## config.mk

```make
export PLATFORM = sky130hd
export DESIGN_NAME = nn_search_controller_flat
export DESIGN_NICKNAME = d
export VERILOG_FILES = /design/src/rtl/nn_search_controller_if.sv /design/src/rtl/nn_search_controller.sv /design/src/flat_wrapper.sv
export SDC_FILE = /design/constraint.sdc
export NUM_CORES = 1
export LEC_CHECK = 0
export BUFFER_PORTS_ARGS = -buffer_cell sky130_fd_sc_hd__buf_4
export CAP_MARGIN = 20
export CORE_MARGIN = 4
export CORE_UTILIZATION = 45
export CTS_CLUSTER_DIAMETER = 60
export DETAILED_ROUTE_END_ITERATION = 10
export PLACE_DENSITY = 0.77
export SLEW_MARGIN = 10
export SYNTH_ARGS = -nofsm -noshare
export SYNTH_HDL_FRONTEND = slang
export SYNTH_SLANG_ARGS = --single-unit
```

## constraint.sdc

```tcl
create_clock -name clk_in -period 3.9 [get_ports clk_in]
set_input_delay 1.17 -clock clk_in [delete_from_list [all_inputs] [get_ports clk_in]]
set_output_delay 1.17 -clock clk_in [all_outputs]
set_load 0.02 [all_outputs]
```

## src/rtl/nn_search_controller_if.sv

```systemverilog
// Vertex-table read bus between the search controller and its BRAM.
// Address and strobe go out; coordinates return READ_LAT cycles later.
interface nn_search_controller_if #(
  parameter int DIM    = 2,
  parameter int ADDR_W = 10
);
  logic [ADDR_W-1:0]    mem_addr_out;
  logic                 mem_rd_out;
  logic [DIM-1:0][31:0] mem_data_in;

  modport master (
    output mem_addr_out,
    output mem_rd_out,
    input  mem_data_in
  );

  modport slave (
    input  mem_addr_out,
    input  mem_rd_out,
    output mem_data_in
  );
endinterface

```

## src/rtl/nn_search_controller.sv

```systemverilog
// Nearest-neighbour search sequencer: streams vertices from BRAM into
// one distance pipeline and keeps the minimum distance and its index.
module nn_search_controller #(
  parameter int DIM      = 2,
  parameter int N_VERTS  = 1024,
  parameter int ADDR_W   = $clog2(N_VERTS),
  parameter int READ_LAT = 2,
  parameter int PIPE_LAT = 24
) (
  input  logic                  clk_in,
  input  logic                  rst_in,
  input  logic                  start_in,
  input  logic [ADDR_W:0]       num_verts_in,
  input  logic [DIM-1:0][31:0]  query_pos_in,
  nn_search_controller_if.master mem,
  output logic [DIM-1:0]        vtx_valid_out,
  output logic [DIM-1:0][31:0]  vtx_pos_out,
  output logic [DIM-1:0][31:0]  qry_pos_out,
  input  logic [31:0]           dist_sq_in,
  input  logic                  dist_valid_in,
  output logic                  ready_out,
  output logic                  busy_out,
  output logic                  done_out,
  output logic                  found_out,
  output logic [ADDR_W-1:0]     best_idx_out,
  output logic [31:0]           best_dist_out
);

  localparam int HOLD = READ_LAT + PIPE_LAT + 1;
  localparam int HW   = $clog2(HOLD + 1);
  localparam logic [31:0]   P_INF  = 32'h7F80_0000;
  localparam logic [ADDR_W:0] NV_MAX = (ADDR_W + 1)'(N_VERTS);

  typedef enum logic [2:0] {
    HOLDOFF,
    IDLE,
    ISSUE,
    DRAIN,
    DONE
  } state_t;

  state_t               state;
  logic [HW-1:0]        hold_cnt;
  logic [ADDR_W:0]      nv;
  logic [ADDR_W:0]      nv_clamp;
  logic [ADDR_W:0]      issue_cnt;
  logic [ADDR_W:0]      ret_cnt;
  logic [ADDR_W:0]      ret_nxt;
  logic [READ_LAT-1:0]  vld_sr;
  logic [DIM-1:0][31:0] qry;
  logic                 rd;
  logic [ADDR_W-1:0]    addr;
  logic                 cmp_en;
  logic                 is_nan;
  logic                 better;

  assign nv_clamp = (num_verts_in > NV_MAX) ? NV_MAX : num_verts_in;
  assign cmp_en   = dist_valid_in && (state == ISSUE || state == DRAIN);
  assign is_nan   = (dist_sq_in[30:23] == 8'hFF) && (dist_sq_in[22:0] != '0);
  // Non-negative FP32 orders the same as its unsigned bit pattern
  assign better   = cmp_en && !is_nan && (dist_sq_in < best_dist_out);
  assign ret_nxt  = ret_cnt + (ADDR_W + 1)'(cmp_en);

  assign mem.mem_addr_out = addr;
  assign mem.mem_rd_out   = rd;
  assign vtx_valid_out    = {DIM{vld_sr[READ_LAT-1]}};
  assign vtx_pos_out      = mem.mem_data_in;
  assign qry_pos_out      = qry;
  assign ready_out        = (state == IDLE);
  assign busy_out         = (state == ISSUE) || (state == DRAIN) ||
                            (state == DONE);

  always_ff @(posedge clk_in) begin
    if (!rst_in) begin
      state         <= HOLDOFF;
      hold_cnt      <= '0;
      nv            <= '0;
      issue_cnt     <= '0;
      ret_cnt       <= '0;
      vld_sr        <= '0;
      qry           <= '0;
      rd            <= 1'b0;
      addr          <= '0;
      done_out      <= 1'b0;
      found_out     <= 1'b0;
      best_idx_out  <= '0;
      best_dist_out <= P_INF;
    end else begin
      done_out <= 1'b0;
      vld_sr   <= (vld_sr << 1) | READ_LAT'(rd);
      if (cmp_en) begin
        ret_cnt <= ret_nxt;
        if (!is_nan) found_out <= 1'b1;
        if (better) begin
          best_dist_out <= dist_sq_in;
          best_idx_out  <= ret_cnt[ADDR_W-1:0];
        end
      end
      unique case (state)
        HOLDOFF: begin
          // Results still in the distance pipe at reset drain here
          hold_cnt <= hold_cnt + 1'b1;
          if (hold_cnt == HW'(HOLD - 1)) begin
            state  <= IDLE;
            vld_sr <= '0;
          end
        end
        IDLE: begin
          if (start_in) begin
            qry           <= query_pos_in;
            nv            <= nv_clamp;
            best_dist_out <= P_INF;
            best_idx_out  <= '0;
            found_out     <= 1'b0;
            ret_cnt       <= '0;
            if (nv_clamp == '0) begin
              state     <= DONE;
              issue_cnt <= '0;
            end else begin
              state     <= ISSUE;
              rd        <= 1'b1;
              addr      <= '0;
              issue_cnt <= (ADDR_W + 1)'(1);
            end
          end
        end
        ISSUE: begin
          if (issue_cnt == nv) begin
            rd    <= 1'b0;
            state <= DRAIN;
          end else begin
            addr      <= issue_cnt[ADDR_W-1:0];
            issue_cnt <= issue_cnt + 1'b1;
          end
        end
        DRAIN: begin
          if (ret_nxt == nv) state <= DONE;
        end
        DONE: begin
          done_out <= 1'b1;
          state    <= IDLE;
          vld_sr   <= '0;
        end
        default: state <= HOLDOFF;
      endcase
    end
  end

endmodule

```

## src/flat_wrapper.sv

```systemverilog
// flat-port wrapper written by rule: the top's interface ports become plain ports
module nn_search_controller_flat 
#(
  parameter int DIM      = 2,
  parameter int N_VERTS  = 1024,
  parameter int ADDR_W   = $clog2(N_VERTS),
  parameter int READ_LAT = 2,
  parameter int PIPE_LAT = 24
)
  (clk_in, rst_in, start_in, num_verts_in, query_pos_in, vtx_valid_out, vtx_pos_out, qry_pos_out, dist_sq_in, dist_valid_in, ready_out, busy_out, done_out, found_out, best_idx_out, best_dist_out, mem_mem_addr_out, mem_mem_rd_out, mem_mem_data_in);
  nn_search_controller_if #(.DIM(DIM), .ADDR_W(ADDR_W)) mem_i ();
  input  logic clk_in;
  input  logic rst_in;
  input  logic start_in;
  input  logic [ADDR_W:0] num_verts_in;
  input  logic [DIM-1:0][31:0] query_pos_in;
  output logic [DIM-1:0] vtx_valid_out;
  output logic [DIM-1:0][31:0] vtx_pos_out;
  output logic [DIM-1:0][31:0] qry_pos_out;
  input  logic [31:0] dist_sq_in;
  input  logic dist_valid_in;
  output logic ready_out;
  output logic busy_out;
  output logic done_out;
  output logic found_out;
  output logic [ADDR_W-1:0] best_idx_out;
  output logic [31:0] best_dist_out;
  output wire logic [$bits(mem_i.mem_addr_out)-1:0] mem_mem_addr_out;
  output wire logic [$bits(mem_i.mem_rd_out)-1:0] mem_mem_rd_out;
  input wire logic [$bits(mem_i.mem_data_in)-1:0] mem_mem_data_in;
  assign mem_mem_addr_out = mem_i.mem_addr_out;
  assign mem_mem_rd_out = mem_i.mem_rd_out;
  assign mem_i.mem_data_in = mem_mem_data_in;
  nn_search_controller #(.DIM(DIM), .N_VERTS(N_VERTS), .ADDR_W(ADDR_W), .READ_LAT(READ_LAT), .PIPE_LAT(PIPE_LAT)) u_core (.clk_in(clk_in), .rst_in(rst_in), .start_in(start_in), .num_verts_in(num_verts_in), .query_pos_in(query_pos_in), .mem(mem_i), .vtx_valid_out(vtx_valid_out), .vtx_pos_out(vtx_pos_out), .qry_pos_out(qry_pos_out), .dist_sq_in(dist_sq_in), .dist_valid_in(dist_valid_in), .ready_out(ready_out), .busy_out(busy_out), .done_out(done_out), .found_out(found_out), .best_idx_out(best_idx_out), .best_dist_out(best_dist_out));
endmodule
```

==> impl_results.md, run 1 <==
* # clock sinks at 162
* Area delta synth->final at 25.8%
* DR pass1 iterations at 4
* Initial Util at 45.8%
* Hold Crit Class: reg -> reg
* Hold_sp: u_core.vld_sr[0]
* IO Port Bufs at 233
* Slew Viols, Final at 0
* Final net count at 1,308
* Worst-Margin Slew at 870 ps
* Mapped Cells at 954
* Net Count, Synth at 1,165
* Final period util at 80.1%
* Fin crit period at 3120 ps
* Via density at 5.18
* Setup TNS at 0 ps
* Antenna cell count at 0
* Antenna violations before repair at 0
* Die width at 140 um
* Synth Flop Type: dfxtp_1
* Layout cell share with drive strength beyond 1 at 26.0%
* # H-tree levels at 4
* Gr ovfl total at 0
* Critical path, cell by cell: buf_4 > nand2_1 > inv_1 > ha_1 > ha_1 > nand4_1 > xor2_1 > or4_1 > a2111oi_2 > and3_1 > o32ai_2
* Top achievable clock speed at 0.320 GHz
* Clk slew on worst S/H paths at 70 ps
* Synth Cell Area at 7890 sq um
* R2r worst-path depth at 11
* Num rows at 48
* CTS Buffer Depth at 2
* Final core occ at 57.6%
* Post-CTS sizing at 0
* Detail Route Antenna Nets at 0
* Worst-path fanout max at 5
* FF-to-FF End: u_core.state[0]
* Post-CTS Hold Fix Bufs at 0
* Commonest non-fill, non-tap cell in the layout: buf_4
* Mean Syn Cell Area at 8.27 sq um
* Largest net degree at the start of global routing at 79
* Worst Path Required at 4170 ps
* Post-route insts no fill at 1,335
* Max VDD drop at 0.000288 V
* Setup crit end: u_core.state[0]
* Drt first-iter violations at 367
* First-pass GRT wire length at 33.4 mm
* Clk_skew at 9.11 ps
* Worst skew pair latency at 430 ps
* WP data arrival at 3390 ps
* Die height at 140 um
* Flop2flop setup slack at 790 ps
* Async set-reset flop share out of synthesis at 0%
* Max-Cap Viols at 0
* Drt total wl at 20.8 mm
* Core ar. at 17,200 sq um
* P_leak at 0.00417 uW
* CTS Buf Count at 17
* Vias after detailed routing at 6,921
* Hold slack at 453 ps
* GPL Wtd Cong at 0.940
* Crit. Startpoint: dist_valid_in
* Reg2reg start: u_core.state[1]
* CTS tree: done
* Commonest non-fill, non-tap cells in the layout: buf_4, nand2_1, dfxtp_1
* CP max stage delay at 420 ps
* WL/cell at 15.6 um
* Yosys cell types at 56
* DRC viols at 0
* Slowest stage cell, crit path: or4_1
* Via count of the first global-routing pass at 6,773
* Most used cell, CP: ha_1
* Clock Tree Root: clkbuf_16
* Status: completed
* Flops & latches, synth at 162
* EDFF count, synth at 0
* Power per cell area at 365 nW/um^2
* IO Pins at 362
* Cells after DPL at 1,303
* Seq/Total Area, Yosys at 41.1%
* Setup repair bufs after CTS at 0
* Startpoint Class: input port
* Max_slew headroom at 41.9%
* Die ar. at 19,700 sq um
* Total power at 3620 uW
* Critical path capture point type: register
* Setup violators final at 0
* Final hold violation count at 0
* RSZ-0062 raised after global routing: no
* Worst Setup Path Type: in -> reg
* GR Util All Layers at 20.5%
* Ys Warns at 0
* Post-DP HPWL at 15.4 mm
## sequential cells by signal, indices dropped and copies added, names as in the netlist
| name | flops |
|---|---|
| u_core.found_out | 1 |
| u_core.mem.mem_rd_out | 1 |
| u_core.vld_sr | 2 |
| u_core.nv | 11 |
| u_core.ret_cnt | 11 |
| u_core.best_idx_out | 10 |
| u_core.best_dist_out | 32 |
| u_core.qry_pos_out | 64 |
| u_core.done_out | 1 |
| u_core.state | 3 |
| u_core.hold_cnt | 5 |
| u_core.issue_cnt | 11 |
| u_core.mem.mem_addr_out | 10 |
## through the flow
step                worst slack, ps  area (sq um)
CTS                             807          9920
detailed placement              351          9290
floorplan                       493          7890
global placement                450          9290
finish                          777          9920
global route                    582          9920
## cell type report
cell class                      count  area (sq um)
Fill cell                        1580          7310
Multi-Input combinational cell    633          3780
Sequential cell                   162          3240
Timing Repair Buffer              244          1840
Clock buffer                       18           439
Tap cell                          225           282
Clock inverter                     14           191
Inverter                           39           146
## per-layer routing
metal	track usage (%)	wire length, um	up-vias
li1	-	-	3423
met1	24.0	8550	3209
met2	33.4	9790	258
met3	9.25	2030	31
met4	6.94	425	0
met5	0	0	-
## worst min path at each step
stage / endpoint / cells after the start
4_1_cts: u_core.vld_sr[1] / 1
3_5_place_dp: u_core.vld_sr[1] / 1
5_1_grt: u_core.vld_sr[1] / 1
6_report: u_core.vld_sr[1] / 1
2_1_floorplan: u_core.vld_sr[1] / 1
3_3_place_gp: u_core.vld_sr[1] / 1
## Yosys cell counts (2+ instances only)
cell | count | share of area [%]
and3_1 | 11 | 0.87
inv_1 | 38 | 1.8
xnor2_1 | 13 | 1.4
or4_1 | 2 | 0.19
and2_1 | 3 | 0.24
nor3_1 | 16 | 1.0
a22o_1 | 18 | 2.0
o211ai_1 | 2 | 0.19
nand4_1 | 15 | 1.2
clkbuf_1 | 28 | 1.3
nor2b_1 | 3 | 0.24
nand3_1 | 17 | 1.1
o311a_1 | 2 | 0.25
a21o_1 | 5 | 0.48
a21oi_1 | 85 | 5.4
a211oi_1 | 5 | 0.48
nand3b_1 | 2 | 0.19
nor2_1 | 52 | 2.5
buf_1 | 8 | 0.38
a31oi_1 | 3 | 0.24
nor4_1 | 10 | 0.79
buf_4 | 74 | 7.0
buf_2 | 9 | 0.57
or3_1 | 5 | 0.40
nand2b_1 | 4 | 0.32
nand2_1 | 218 | 10
ha_1 | 36 | 5.7
o2111ai_1 | 3 | 0.33
mux2i_1 | 42 | 5.3
dfxtp_1 | 162 | 41
o21ai_0 | 12 | 0.76
xor2_1 | 27 | 3.0
## cells by family after synthesis
kind of cell,Yosys count,synth area share [%]
and+or+nand+nor,365,20.2
DFF,162,41.1
AOI/OAI and AO/OA,150,12.0
adders and majority gates,36,5.71
xor gates and xnor gates,40,4.44
muxes,42,5.33
buffers and inverters,159,11.2
## worst max-delay path, delay by kind of cell
kind,cells,cell delay (ps)
buf+inv,2,190
simple gates,4,950
compound gates,2,520
fa+ha+maj,2,380
xor+xnor,1,190
## power breakdown
part | total (uW) | internal (uW) | switching [uW]
Clock | 1770 | 999 | 768
Combinational | 194 | 101 | 93.1
Sequential | 1660 | 1660 | 2.79
Note: power is estimated with default switching activity, not from simulation.
==> inputs of run 2 (changes only) <==
--- a/config.mk
+++ b/config.mk
@@ -8,7 +8,7 @@
 export BUFFER_PORTS_ARGS = -buffer_cell sky130_fd_sc_hd__buf_4
 export CAP_MARGIN = 20
 export CORE_MARGIN = 4
-export CORE_UTILIZATION = 45
+export CORE_UTILIZATION = 43
 export CTS_CLUSTER_DIAMETER = 60
 export DETAILED_ROUTE_END_ITERATION = 10
 export PLACE_DENSITY = 0.77
==> constraint.sdc (replaced) <==
create_clock -name clk_in -period 2.7 [get_ports clk_in]
set_input_delay 0.81 -clock clk_in [delete_from_list [all_inputs] [get_ports clk_in]]
set_output_delay 0.81 -clock clk_in [all_outputs]
set_load 0.02 [all_outputs]
==> impl_results.md, run 2 (synthesized netlist as in run 1, its figures left out) <==
* Via count of the first global-routing pass at 6,919
* Critical path, cell by cell: nor2b_4 > nand2_8 > inv_8 > ha_4 > ha_4 > nand4_1 > xor2_1 > or4_1 > a2111oi_4 > and3_4 > o32ai_2
* Drt total wl at 21.6 mm
* WP data arrival at 2870 ps
* Fin crit period at 2580 ps
* Via density at 5.16
* Crit-path leading delay family: simple AND/OR/NAND/NOR gates
* Status: completed
* Critical path capture point type: register
* CTS Buffer Depth at 2
* WP buf/inv at 1
* Antenna cell count at 0
* Worst Path Required at 2990 ps
* Antenna violations before repair at 0
* Critical path depth at 11
* Die width at 143 um
* Max_slew headroom at 51.6%
* Die ar. at 20,600 sq um
* Worst Setup Path Type: reg -> reg
* Initial Util at 43.8%
* Max VDD drop at 0.000408 V
* Worst-Margin Slew at 726 ps
* Setup violators final at 0
* Total power at 4990 uW
* CTS tree: done
* Power per cell area at 493 nW/um^2
* Core ar. at 18,000 sq um
* DR pass1 iterations at 5
* Most used cell, CP: ha_4
* RSZ-0062 raised after global routing: no
* Filler cell count in the final layout at 1,666
* R2r worst-path depth at 11
* Final net count at 1,332
* WL/cell at 15.8 um
* Placement Setup Slack at -277 ps
* P_leak at 0.00425 uW
* Die height at 143 um
* Grt peak-use layer: met2
* Reg2reg start: u_core.state[1]
* Startpoint Class: register
* Final hold violation count at 0
* GPL Wtd Cong at 0.952
* Drt first-iter violations at 396
* Largest net degree at the start of global routing at 71
* Max-Cap Viols at 0
* Area delta synth->final at 28.4%
* Slowest stage cell, crit path: or4_1
* IO Port Bufs at 233
* Hold Path Stages at 1
* Post-CTS Hold Fix Bufs at 0
* Clk slew on worst S/H paths at 70 ps
* Met3 Resource Use GR at 9.75%
* Detail Route Antenna Nets at 0
* Hold Crit Class: reg -> reg
* Met2 Use GR at 33.3%
* Clk_skew at 11.7 ps
* Clock Tree Root: clkbuf_16
* # H-tree levels at 4
* Commonest non-fill, non-tap cell in the layout: buf_4
* Slew Viols, Final at 0
* CTS Buf Count at 17
* First-pass GRT wire length at 34.2 mm
* Num rows at 49
* DRC viols at 0
* Largest register FFs at 64
* # clock sinks at 162
* Top achievable clock speed at 0.388 GHz
* Gr ovfl total at 0
* GR Util All Layers at 20.4%
* Final period util at 95.4%
* Hold_sp: u_core.vld_sr[0]
* Commonest non-fill, non-tap cells in the layout: buf_4, nand2_1, dfxtp_1
* Crit. Startpoint: u_core.state[1]
* Vias after detailed routing at 7,029
* Post-route setup slack at 124 ps
* CP max stage delay at 530 ps
* Worst-path fanout max at 2
* Worst skew pair latency at 420 ps
* Post-DP HPWL at 15.9 mm
* Met1 usage at 24.1%
* Layout cell share with drive strength beyond 1 at 28.1%
* IO Pins at 362
==> run 2: path summary, 6_finish.rpt <==
kind	to	slack (ps)
setup / recovery	u_core.state[0]	120
hold / removal	u_core.vld_sr[1]	440
setup reg to reg	u_core.state[0]	120
hold reg to reg	u_core.vld_sr[1]	440
==> run 2: timing repair <==
| action | 4_1_cts | 5_1_grt |
|---|---|---|
| buffers inserted | 0 | 0 |
| gates resized for setup | 1 | 3 |
| endpoints found under the setup margin | 2 | 37 |
==> run 2: report_power, final <==
part	leakage (uW)	total, uW	switching [uW]	internal [uW]
Sequential	0.00131	2400	4.05	2390
Clock	0.000271	2300	1090	1210
Combinational	0.00268	299	138	161
==> run 2: final cells by class <==
| cell class | count | area [sq um] | area share [%] |
|---|---|---|---|
| Inverter | 39 | 154 | 1.52 |
| Multi-Input combinational cell | 633 | 3850 | 38.0 |
| Tap cell | 229 | 287 | 2.83 |
| Timing Repair Buffer | 268 | 2050 | 20.2 |
| Sequential cell | 162 | 3240 | 32.0 |
| Clock inverter | 14 | 121 | 1.20 |
| Clock buffer | 17 | 425 | 4.20 |
==> run 2: per-layer routing <==
metal | vias up | part of all wire, %
met3 | 25 | 11
met1 | 3257 | 40
met5 | - | 0
met4 | 0 | 1.4
met2 | 263 | 48
li1 | 3484 | -
==> run 2: stage by stage <==
step / util (%) / hold WS, ps / cell area [sq um] / setup TNS (ps) / instances
3_3_place_gp: 53.0 / 437 / 9560 / -13590 / 1331
4_1_cts: 56.1 / 451 / 10100 / 0 / 1362
6_report: 56.2 / 444 / 10100 / 0 / 1362
3_5_place_dp: 53.0 / 441 / 9560 / -9630 / 1331
5_1_grt: 56.2 / 455 / 10100 / 0 / 1362
2_1_floorplan: - / 414 / 7950 / -338 / 954
